[src/rtl/freq_counter_bcd.sv]
// freq_counter_bcd: debounced rising-edge counter over a gate window, BCD result
// Ports:
//   iClk      - system clock, rising edge
//   iRst_n    - asynchronous active-low reset
//   iSenal    - asynchronous noisy input
//   iEnable   - measurement enable (level)
//   oDigits   - latched BCD result, digit 0 (units) in [3:0]
//   oValid    - one-cycle strobe when oDigits/oOverflow update
//   oOverflow - latched: window count exceeded 10^DIGITS-1
//   oBusy     - high while counting
// Optional: define FREQCNT_BLANK_EN to replace leading zero digits with 4'hF.
module freq_counter_bcd #(
    parameter int DEBOUNCE_CYCLES = 10,
    parameter int GATE_CYCLES     = 50000000,
    parameter int DIGITS          = 4
) (
    input  logic                  iClk,
    input  logic                  iRst_n,
    input  logic                  iSenal,
    input  logic                  iEnable,
    output logic [4*DIGITS-1:0]   oDigits,
    output logic                  oValid,
    output logic                  oOverflow,
    output logic                  oBusy
);
    localparam int DW = $clog2(DEBOUNCE_CYCLES + 1);
    localparam int GW = $clog2(GATE_CYCLES);
    localparam logic [DW-1:0] DB_LAST   = DW'(DEBOUNCE_CYCLES - 1);
    localparam logic [GW-1:0] GATE_LAST = GW'(GATE_CYCLES - 1);

    typedef enum logic {IDLE, COUNT} state_t;

    state_t              state_q, state_d;
    logic                sync1_q, sync1_d, sync2_q, sync2_d;
    logic                filt_q, filt_d, rise_q, rise_d;
    logic [DW-1:0]       db_cnt_q, db_cnt_d;
    logic [GW-1:0]       gate_q, gate_d;
    logic [4*DIGITS-1:0] acc_q, acc_d, acc_inc, acc_nx, shown;
    logic [4*DIGITS-1:0] digits_q, digits_d;
    logic                wovf_q, wovf_d, wovf_nx;
    logic                valid_q, valid_d, ovf_q, ovf_d;
    logic                carry;

    // Synchroniser, debouncer and rising-edge detect run in every state.
    always_comb begin
        sync1_d  = iSenal;
        sync2_d  = sync1_q;
        filt_d   = filt_q;
        db_cnt_d = '0;
        if (sync2_q != filt_q) begin
            if (db_cnt_q == DB_LAST) filt_d = ~filt_q;
            else db_cnt_d = db_cnt_q + 1'b1;
        end
        rise_d = filt_d & ~filt_q;
    end

    // Ripple BCD increment; carry left set means every digit was 9.
    always_comb begin
        acc_inc = acc_q;
        carry   = 1'b1;
        for (int i = 0; i < DIGITS; i++) begin
            if (carry) begin
                if (acc_q[4*i +: 4] == 4'd9) acc_inc[4*i +: 4] = 4'd0;
                else begin
                    acc_inc[4*i +: 4] = acc_q[4*i +: 4] + 4'd1;
                    carry = 1'b0;
                end
            end
        end
    end

    // Accumulator value including a rise in the current cycle; saturates at all 9s.
    always_comb begin
        acc_nx  = acc_q;
        wovf_nx = wovf_q;
        if (rise_q) begin
            if (carry) wovf_nx = 1'b1;
            else acc_nx = acc_inc;
        end
    end

`ifdef FREQCNT_BLANK_EN
    logic lead;
    always_comb begin
        shown = acc_nx;
        lead  = 1'b1;
        for (int i = DIGITS - 1; i > 0; i--) begin
            if (lead && acc_nx[4*i +: 4] == 4'd0) shown[4*i +: 4] = 4'hF;
            else lead = 1'b0;
        end
    end
`else
    always_comb shown = acc_nx;
`endif

    // Window control: last gate cycle latches the result and restarts with no dead cycle.
    always_comb begin
        state_d  = state_q;
        gate_d   = '0;
        acc_d    = '0;
        wovf_d   = 1'b0;
        valid_d  = 1'b0;
        digits_d = digits_q;
        ovf_d    = ovf_q;
        if (state_q == IDLE) state_d = iEnable ? COUNT : IDLE;
        else if (!iEnable) state_d = IDLE;
        else if (gate_q == GATE_LAST) begin
            valid_d  = 1'b1;
            digits_d = shown;
            ovf_d    = wovf_nx;
        end else begin
            gate_d = gate_q + 1'b1;
            acc_d  = acc_nx;
            wovf_d = wovf_nx;
        end
    end

    always_ff @(posedge iClk or negedge iRst_n) begin
        if (!iRst_n) begin
            state_q  <= IDLE;
            sync1_q  <= 1'b0;
            sync2_q  <= 1'b0;
            filt_q   <= 1'b0;
            rise_q   <= 1'b0;
            db_cnt_q <= '0;
            gate_q   <= '0;
            acc_q    <= '0;
            wovf_q   <= 1'b0;
            digits_q <= '0;
            valid_q  <= 1'b0;
            ovf_q    <= 1'b0;
        end else begin
            state_q  <= state_d;
            sync1_q  <= sync1_d;
            sync2_q  <= sync2_d;
            filt_q   <= filt_d;
            rise_q   <= rise_d;
            db_cnt_q <= db_cnt_d;
            gate_q   <= gate_d;
            acc_q    <= acc_d;
            wovf_q   <= wovf_d;
            digits_q <= digits_d;
            valid_q  <= valid_d;
            ovf_q    <= ovf_d;
        end
    end

    assign oDigits   = digits_q;
    assign oValid    = valid_q;
    assign oOverflow = ovf_q;
    assign oBusy     = (state_q == COUNT);
endmodule

[config.mk]
export PLATFORM = sky130hd
export DESIGN_NAME = freq_counter_bcd
export DESIGN_NICKNAME = d
export VERILOG_FILES = /design/src/rtl/freq_counter_bcd.sv
export SDC_FILE = /design/constraint.sdc
export NUM_CORES = 1
export LEC_CHECK = 0
export ABC_CLOCK_PERIOD_IN_PS = 2500
export CAP_MARGIN = 20
export CELL_PAD_IN_SITES_DETAIL_PLACEMENT = 0
export CELL_PAD_IN_SITES_GLOBAL_PLACEMENT = 2
export CORE_AREA = 10 10 103 105
export CTS_CLUSTER_SIZE = 24
export DETAILED_ROUTE_END_ITERATION = 7
export DIE_AREA = 0 0 113 115
export PLACE_DENSITY = 0.75
export SLEW_MARGIN = 20
export SYNTH_ARGS = -nofsm -noshare
export SYNTH_HDL_FRONTEND = slang
export SYNTH_SLANG_ARGS = --single-unit
[constraint.sdc]
create_clock -name iClk -period 2.5 [get_ports iClk]
set_input_delay 0.75 -clock iClk [delete_from_list [all_inputs] [get_ports iClk]]
set_output_delay 0.75 -clock iClk [all_outputs]
set_load 0.01 [all_outputs]
# == Word level (Yosys, flattened, before mapping) ==
# Index checks and enable logic that the tools add are counted.
# op_classes
mux,35
eq_ne,7
bitwise_logic,2
n_reduce_logical,1
addsub,6
# op_table
operator,count
16-bit two-way mux,5
26-bit two-way mux,3
4-bit two-way mux,9
26-bit by 1-bit adder with 26-bit output (second input constant),1
26-bit == test (second input constant),1
4-bit by 1-bit adder with 4-bit output (second input constant),5
4-bit == test (second input constant),5
1-bit two-way mux,18
3-bit AND reduction,1
1-bit bitwise AND,1
1-bit inequality test,1
1-bit inverter,1
# totals
output_inout_bits,19
register_bits,70
input_bits,4

# == Longest topological paths before layout ==
# Gate-level depths: netlist of the first run.
# depth
word_depth,10
mapped_depth,9
mapped_depth_nobuf,7

# == Worst setup path before layout of the first run ==
# No wires, ideal clock.
# synth_path
kind,register to register
from,register gate_q[0]
to,"register digits_q[7], in the netlist oDigits[7]"
slack_ns,0.442
required_ns,2.435
path_stages_with_launch,9
arrival_ns,1.993
cell_sequence,dfrtp_1 -> ha_1 -> and4_1 -> buf_4 -> nand3_1 -> or4_1 -> buf_2 -> or3_1 -> nand2_1
# synth_between
elab_chain_cells,2
# synth_rtl
item,line_no,text
from (decl),37,"logic [GW-1:0] gate_q, gate_d;"
from (signal assigned),139,gate_q <= gate_d;
26-bit == test,107,else if (gate_q == GATE_LAST) begin
3-bit AND reduction (no line),n/a,
to (signal assigned),142,digits_q <= digits_d;
to (decl),39,"logic [4*DIGITS-1:0] digits_q, digits_d;"
# Every way passes these cells.
# A chain may end at the register's enable or synchronous reset.

# == Final worst setup path of the first run ==
# layout_path
from,register gate_q[8]
to,"register digits_q[3], in the netlist oDigits[3]"
# Same word-level chain as after synthesis.

==> results of run 1 <==
==> worst max-delay path, delay by kind of cell (launching register included) <==
| kind | cells | cell delay, ns |
|---|---|---|
| AOI/OAI and AO/OA | 1 | 0.07 |
| buffers and inverters | 1 | 0.22 |
| DFF | 1 | 0.43 |
| and+or+nand+nor | 4 | 1.35 |
==> Yosys cell counts (all sizes together), types with 3 or more instances <==
library cell  count
xnor2             7
nor4              5
inv               6
buf               3
and3              5
a21oi            10
nand3            18
nand2            29
nand3b            4
clkbuf            7
nor2             58
o21ai            18
nand4            13
ha                7
dfrtp            70
or3               4
xor2             23
nor3              4
==> metrics by stage <==
stage	instance area [um2]	setup slack [ns]	utilization	power, mW	std cells
finish	3890	0.298	0.456	2.12	475
floorplan	3200	0.442	-	1.21	319
global route	3890	0.118	0.456	2.22	475
CTS	3840	0.0361	0.450	2.15	470
detailed placement	3660	0.0435	0.428	1.26	454
global placement	3660	0.0762	0.428	1.26	454
==> routing by layer <==
metal  GRT usage  up-vias  part of all wire
met5           0        -                 0
met4      0.0584        0             0.022
met3      0.0286       13             0.037
met2       0.179       37              0.48
met1       0.137     1133              0.46
li1            -     1188                 -
==> where the power goes <==
group / switching [mW] / internal, mW
combinational: 0.0514 / 0.0377
clock: 0.418 / 0.459
sequential: 0.0125 / 1.15
==> cell families after synthesis <==
logic type | after synthesis | synth area share
AOI/OAI and AO/OA | 38 | 0.0684
xor gates and xnor gates | 30 | 0.0821
adders and majority gates | 7 | 0.0274
buffers and inverters | 16 | 0.0207
DFF | 70 | 0.547
muxes | 4 | 0.0133
and+or+nand+nor | 154 | 0.241
==> cell type report <==
class	instances	area [um2]	share of cell area
sequential	70	1750	0.450
multi-input combinational	233	1400	0.359
timing repair buffer	42	403	0.103
clock buffer	12	135	0.0347
tap	108	135	0.0347
clock inverter	4	47.5	0.0122
inverter	6	22.5	0.00578
==> registers in the layout (all words and copies together), names as in the netlist <==
register   count
filt_q         1
db_cnt_q       4
oDigits       16
oBusy          1
oOverflow      1
rise_q         1
oValid         1
sync2_q        1
wovf_q         1
acc_q         16
sync1_q        1
gate_q        26
==> final timing paths <==
check / startpoint / end / slack (ns) / cells after the start
worst max-delay path: gate_q[8] / oDigits[3] / 0.30 / 6
worst min-delay path: iRst_n / rise_q / 0.32 / 1
worst max register to register: gate_q[8] / oDigits[3] / 0.30 / 6
worst min register to register: sync1_q / sync2_q / 0.35 / 0
max in group asynchronous: iRst_n / gate_q[6] / 1.54 / 2
min in group iClk: sync1_q / sync2_q / 0.35 / 0
==> impl_metrics.json, run 1 <==
{
  "status": "complete, no violations",
  "ys_warn_count": 0,
  "netlist_area_um2": 3200,
  "period_minus_slack_ns": 2.20,
  "post-cts-setup-buffers": 0,
  "syn_avg_cell_area_um2": 10.0,
  "final_cell_mix": "dfrtp_1 (70), nor2_1 (58), nand2_1 (29), xor2_1 (23), clkdlybuf4s50_1 (21)",
  "worstSkewPairLatency_ns": 0.35,
  "required_ns": 2.71,
  "hpwl_um": 4920,
  "syn-num-nets": 330,
  "clockBufferDepth": 2,
  "fin_setup_tns_ns": 0,
  "synth_area_leaders": "dfrtp_1 (55%), nor2_1 (6.8%), xor2_1 (6.3%), nand2_1 (3.4%), nand3_1 (2.8%)",
  "die_height_um": 115,
  "vias_per_cell": 4.99,
  "cpPeakStageDelay_ns": 0.64,
  "fp-row-count": 34,
  "critPathCaptureType": "flop",
  "vias": 2371,
  "clock-sinks": 70,
  "cts_tree": "built",
  "final_net_count": 373,
  "pwr_density_cell_nw_per_um2": 545,
  "cts_hold_buf": 0,
  "p_leak_nw": 1.66,
  "first_iter_violations": 93,
  "first_global_vias": 2346,
  "grt_setup_unrepaired": "false",
  "setup_viol": 0,
  "netlist_instances": 319,
  "critPathKind": "flop to flop",
  "fp.dieW_um": 113,
  "ant_nets": 0,
  "seq_area_frac_synth": 0.547,
  "antenna_cells": 0,
  "grt.overflow.total": 0,
  "crit_path_start_kind": "flop",
  "io_pins": 23,
  "area_growth_pct": 21.7,
  "async_reset_ff_frac": 1.00,
  "h-tree-depth": 3,
  "ys_ff_latch": 70,
  "ys.flop_type": "dfrtp_1",
  "hold_path_class": "primary input to asynchronous set/reset pin",
  "slew-limit-headroom": 0.677,
  "clkTransAtPathRegs_ns": 0.07,
  "die-area_um2": 13000,
  "max-cap-violations": 0,
  "mostFrequentLayoutCell": "dfrtp_1",
  "crit_path_top_delay_cell": "or4_1",
  "finalHoldViolations": 0,
  "path_cells": "nor4_1, nand4_1, or4_1, buf_4, nand2_1, o21ai_0",
  "cts_made_buffers": 9,
  "yosysTopAreaCell": "dfrtp_1",
  "antenna_found_initial": 0,
  "fillers": 821,
  "gp_congestion": 0.753,
  "drc": 0,
  "synth_cell_types": 40,
  "peakVddDrop_mv": 0.241,
  "synth_edf_count": 0,
  "routed_wl_um": 6810,
  "worstPathMaxFanout": 15,
  "timing.hold.ws_ns": 0.325,
  "grt_max_degree": 24,
  "coreArea_um2": 8550,
  "worst_pin_slew_ns": 0.482,
  "io_buffer_count": 22,
  "track_usage": 0.112,
  "timing_max_transition_violations_final": 0,
  "max_freq_mhz": 454,
  "start_util": 0.374,
  "synth_top_area_frac": 0.547,
  "grt_pass1_wl_um": 11800,
  "worstPathArrival_ns": 2.42,
  "period_share": 0.881,
  "detail_route.wl_per_cell_um": 14.3,
  "firstDrtPassIters": 4,
  "fin_skew_ns": 0.00592,
  "drive_gt1_frac": 0.117,
  "clock-root-buffer": "clkbuf_8",
  "cts.repair.resized": 0
}
(Power assumes the default switching activity.)
==> inputs of run 2 (changes only) <==
- CAP_MARGIN: 20 -> not set
- CORE_AREA: 10 10 103 105 -> 10 10 141 78
- DIE_AREA: 0 0 113 115 -> 0 0 151 88
- PLACE_DENSITY: 0.75 -> 0.76
==> impl_metrics.json, run 2 (synthesized netlist as in run 1, its figures left out) <==
{
  "mostFrequentLayoutCell": "dfrtp_1",
  "stdcell_count": 474,
  "p_leak_nw": 1.68,
  "r2r_slack_ns": 0.32,
  "coreArea_um2": 8530,
  "cts_made_buffers": 9,
  "first_iter_violations": 132,
  "clockBufferDepth": 2,
  "slew-limit-headroom": 0.686,
  "vias_per_cell": 4.87,
  "die_height_um": 88,
  "grt.overflow.total": 0,
  "setup_viol": 0,
  "p_total_mw": 2.71,
  "cts.repair.resized": 0,
  "drive_gt1_frac": 0.101,
  "swShare": 0.205,
  "crit_path_top_delay_cell": "or4_1",
  "firstDrtPassIters": 4,
  "worstHoldStart": "sync1_q",
  "pwr_density_cell_nw_per_um2": 682,
  "stdcell_area_um2": 3970,
  "ant_nets": 0,
  "cts_hold_buf": 0,
  "cp_top_family": "simple AND/OR/NAND/NOR gates",
  "first_global_vias": 2350,
  "final_cell_mix": "dfrtp_1 (70), nor2_1 (58), nand2_1 (29), xor2_1 (23), clkdlybuf4s50_1 (21)",
  "dp.cells": 458,
  "fp-row-count": 24,
  "post-cts-setup-buffers": 0,
  "worstPathMaxFanout": 21,
  "cpPeakStageDelay_ns": 0.61,
  "io_buffer_count": 22,
  "track_usage": 0.109,
  "largest_register_ffs": 26,
  "detail_route.wl_per_cell_um": 13.7,
  "fp.dieW_um": 151,
  "antenna_found_initial": 0,
  "comb_power_share": 0.027,
  "max_freq_mhz": 459,
  "timing.hold.ws_ns": 0.349,
  "whs_path_depth": 0,
  "clock_power_share": 0.544,
  "period_minus_slack_ns": 2.18,
  "start_util": 0.375,
  "hold-path-endpoint": "sync2_q",
  "final_net_count": 363,
  "fin_skew_ns": 0.00795,
  "crit_path_start_kind": "flop",
  "r2r-end": "oDigits[3]",
  "fin_setup_tns_ns": 0,
  "r2r_cells": 6,
  "r2r-start": "gate_q[11]",
  "die-area_um2": 13300,
  "h-tree-depth": 3,
  "drc": 0,
  "gp_congestion": 0.742,
  "area_growth_pct": 24.1,
  "grt_pass1_wl_um": 11300,
  "crit_buf_inv": 1,
  "antenna_cells": 0,
  "hold_path_class": "flop to flop",
  "critPathKind": "flop to flop",
  "status": "complete, no violations",
  "netSwitchingPower_mw": 0.556,
  "hpwl_um": 4600,
  "clkTransAtPathRegs_ns": 0.06,
  "worst_pin_slew_ns": 0.468,
  "dpl_cell_area_um2": 3620,
  "layout_setup_ws_ns": 0.321,
  "period_share": 0.872,
  "worstPathArrival_ns": 2.38,
  "p_int_mw": 2.15,
  "grt_setup_unrepaired": "false",
  "max-cap-violations": 0,
  "grt_max_degree": 71,
  "worstSkewPairLatency_ns": 0.34,
  "post-route-util": 0.466,
  "required_ns": 2.70,
  "clock-sinks": 70,
  "timing_max_transition_violations_final": 0,
  "path_cells": "nor4_1, nand4_1, or4_1, buf_4, nand2_1, o21ai_0",
  "post-place-ws_ns": 0.0682,
  "finalHoldViolations": 0,
  "io_pins": 23,
  "routed_wl_um": 6510,
  "cts_tree": "built",
  "largest-register": "gate_q",
  "vias": 2309,
  "p_seq_frac": 0.429,
  "peakVddDrop_mv": 0.412,
  "fillers": 833,
  "clock-root-buffer": "clkbuf_16",
  "critPathCaptureType": "flop"
}
[run 2: changes by cell type in the layout (fill, tap and decap cells not counted), sizes merged]
cell      previous run  this run
buf                 21        11
clkinvlp             1         2
bufinv               1         3
clkbuf              12         9
[run 2: area by class of cell]
class | count | area [um2] | area share
Inverter | 6 | 22.5 | 0.00567
Sequential cell | 70 | 1750 | 0.441
Timing Repair Buffer | 32 | 303 | 0.0762
Tap cell | 117 | 146 | 0.0369
Multi-Input combinational cell | 233 | 1400 | 0.353
Clock buffer | 9 | 225 | 0.0567
Clock inverter | 7 | 123 | 0.0309
[run 2: how the worst max path moves through the flow]
stage | cells after the start | end | startpoint | slack [ns]
2_1_floorplan | 8 | oDigits[7] | gate_q[0] | 0.44
3_3_place_gp | 6 | oDigits[3] | iEnable | 0.1
3_5_place_dp | 6 | oDigits[3] | iEnable | 0.07
4_1_cts | 6 | oDigits[3] | gate_q[11] | 0.27
5_1_grt | 6 | oDigits[3] | gate_q[11] | 0.19
6_report | 6 | oDigits[3] | gate_q[11] | 0.32
[run 2: per-layer routing]
metal  track usage  up-vias  part of all wire
met2         0.180       22              0.47
met4        0.0443        0             0.017
met5             0        -                 0
met3        0.0432        9             0.046
li1              -     1166                 -
met1         0.125     1112              0.47
[run 2: power groups by stage]
stage	Combinational, mW	Clock [mW]	Sequential (mW)
after floorplan	0.0315	0	1.18
after global placement	0.0751	0	1.18
after detailed placement	0.0788	0	1.18
after CTS	0.0785	1.51	1.16
after global routing	0.0869	1.56	1.16
final	0.0739	1.47	1.16
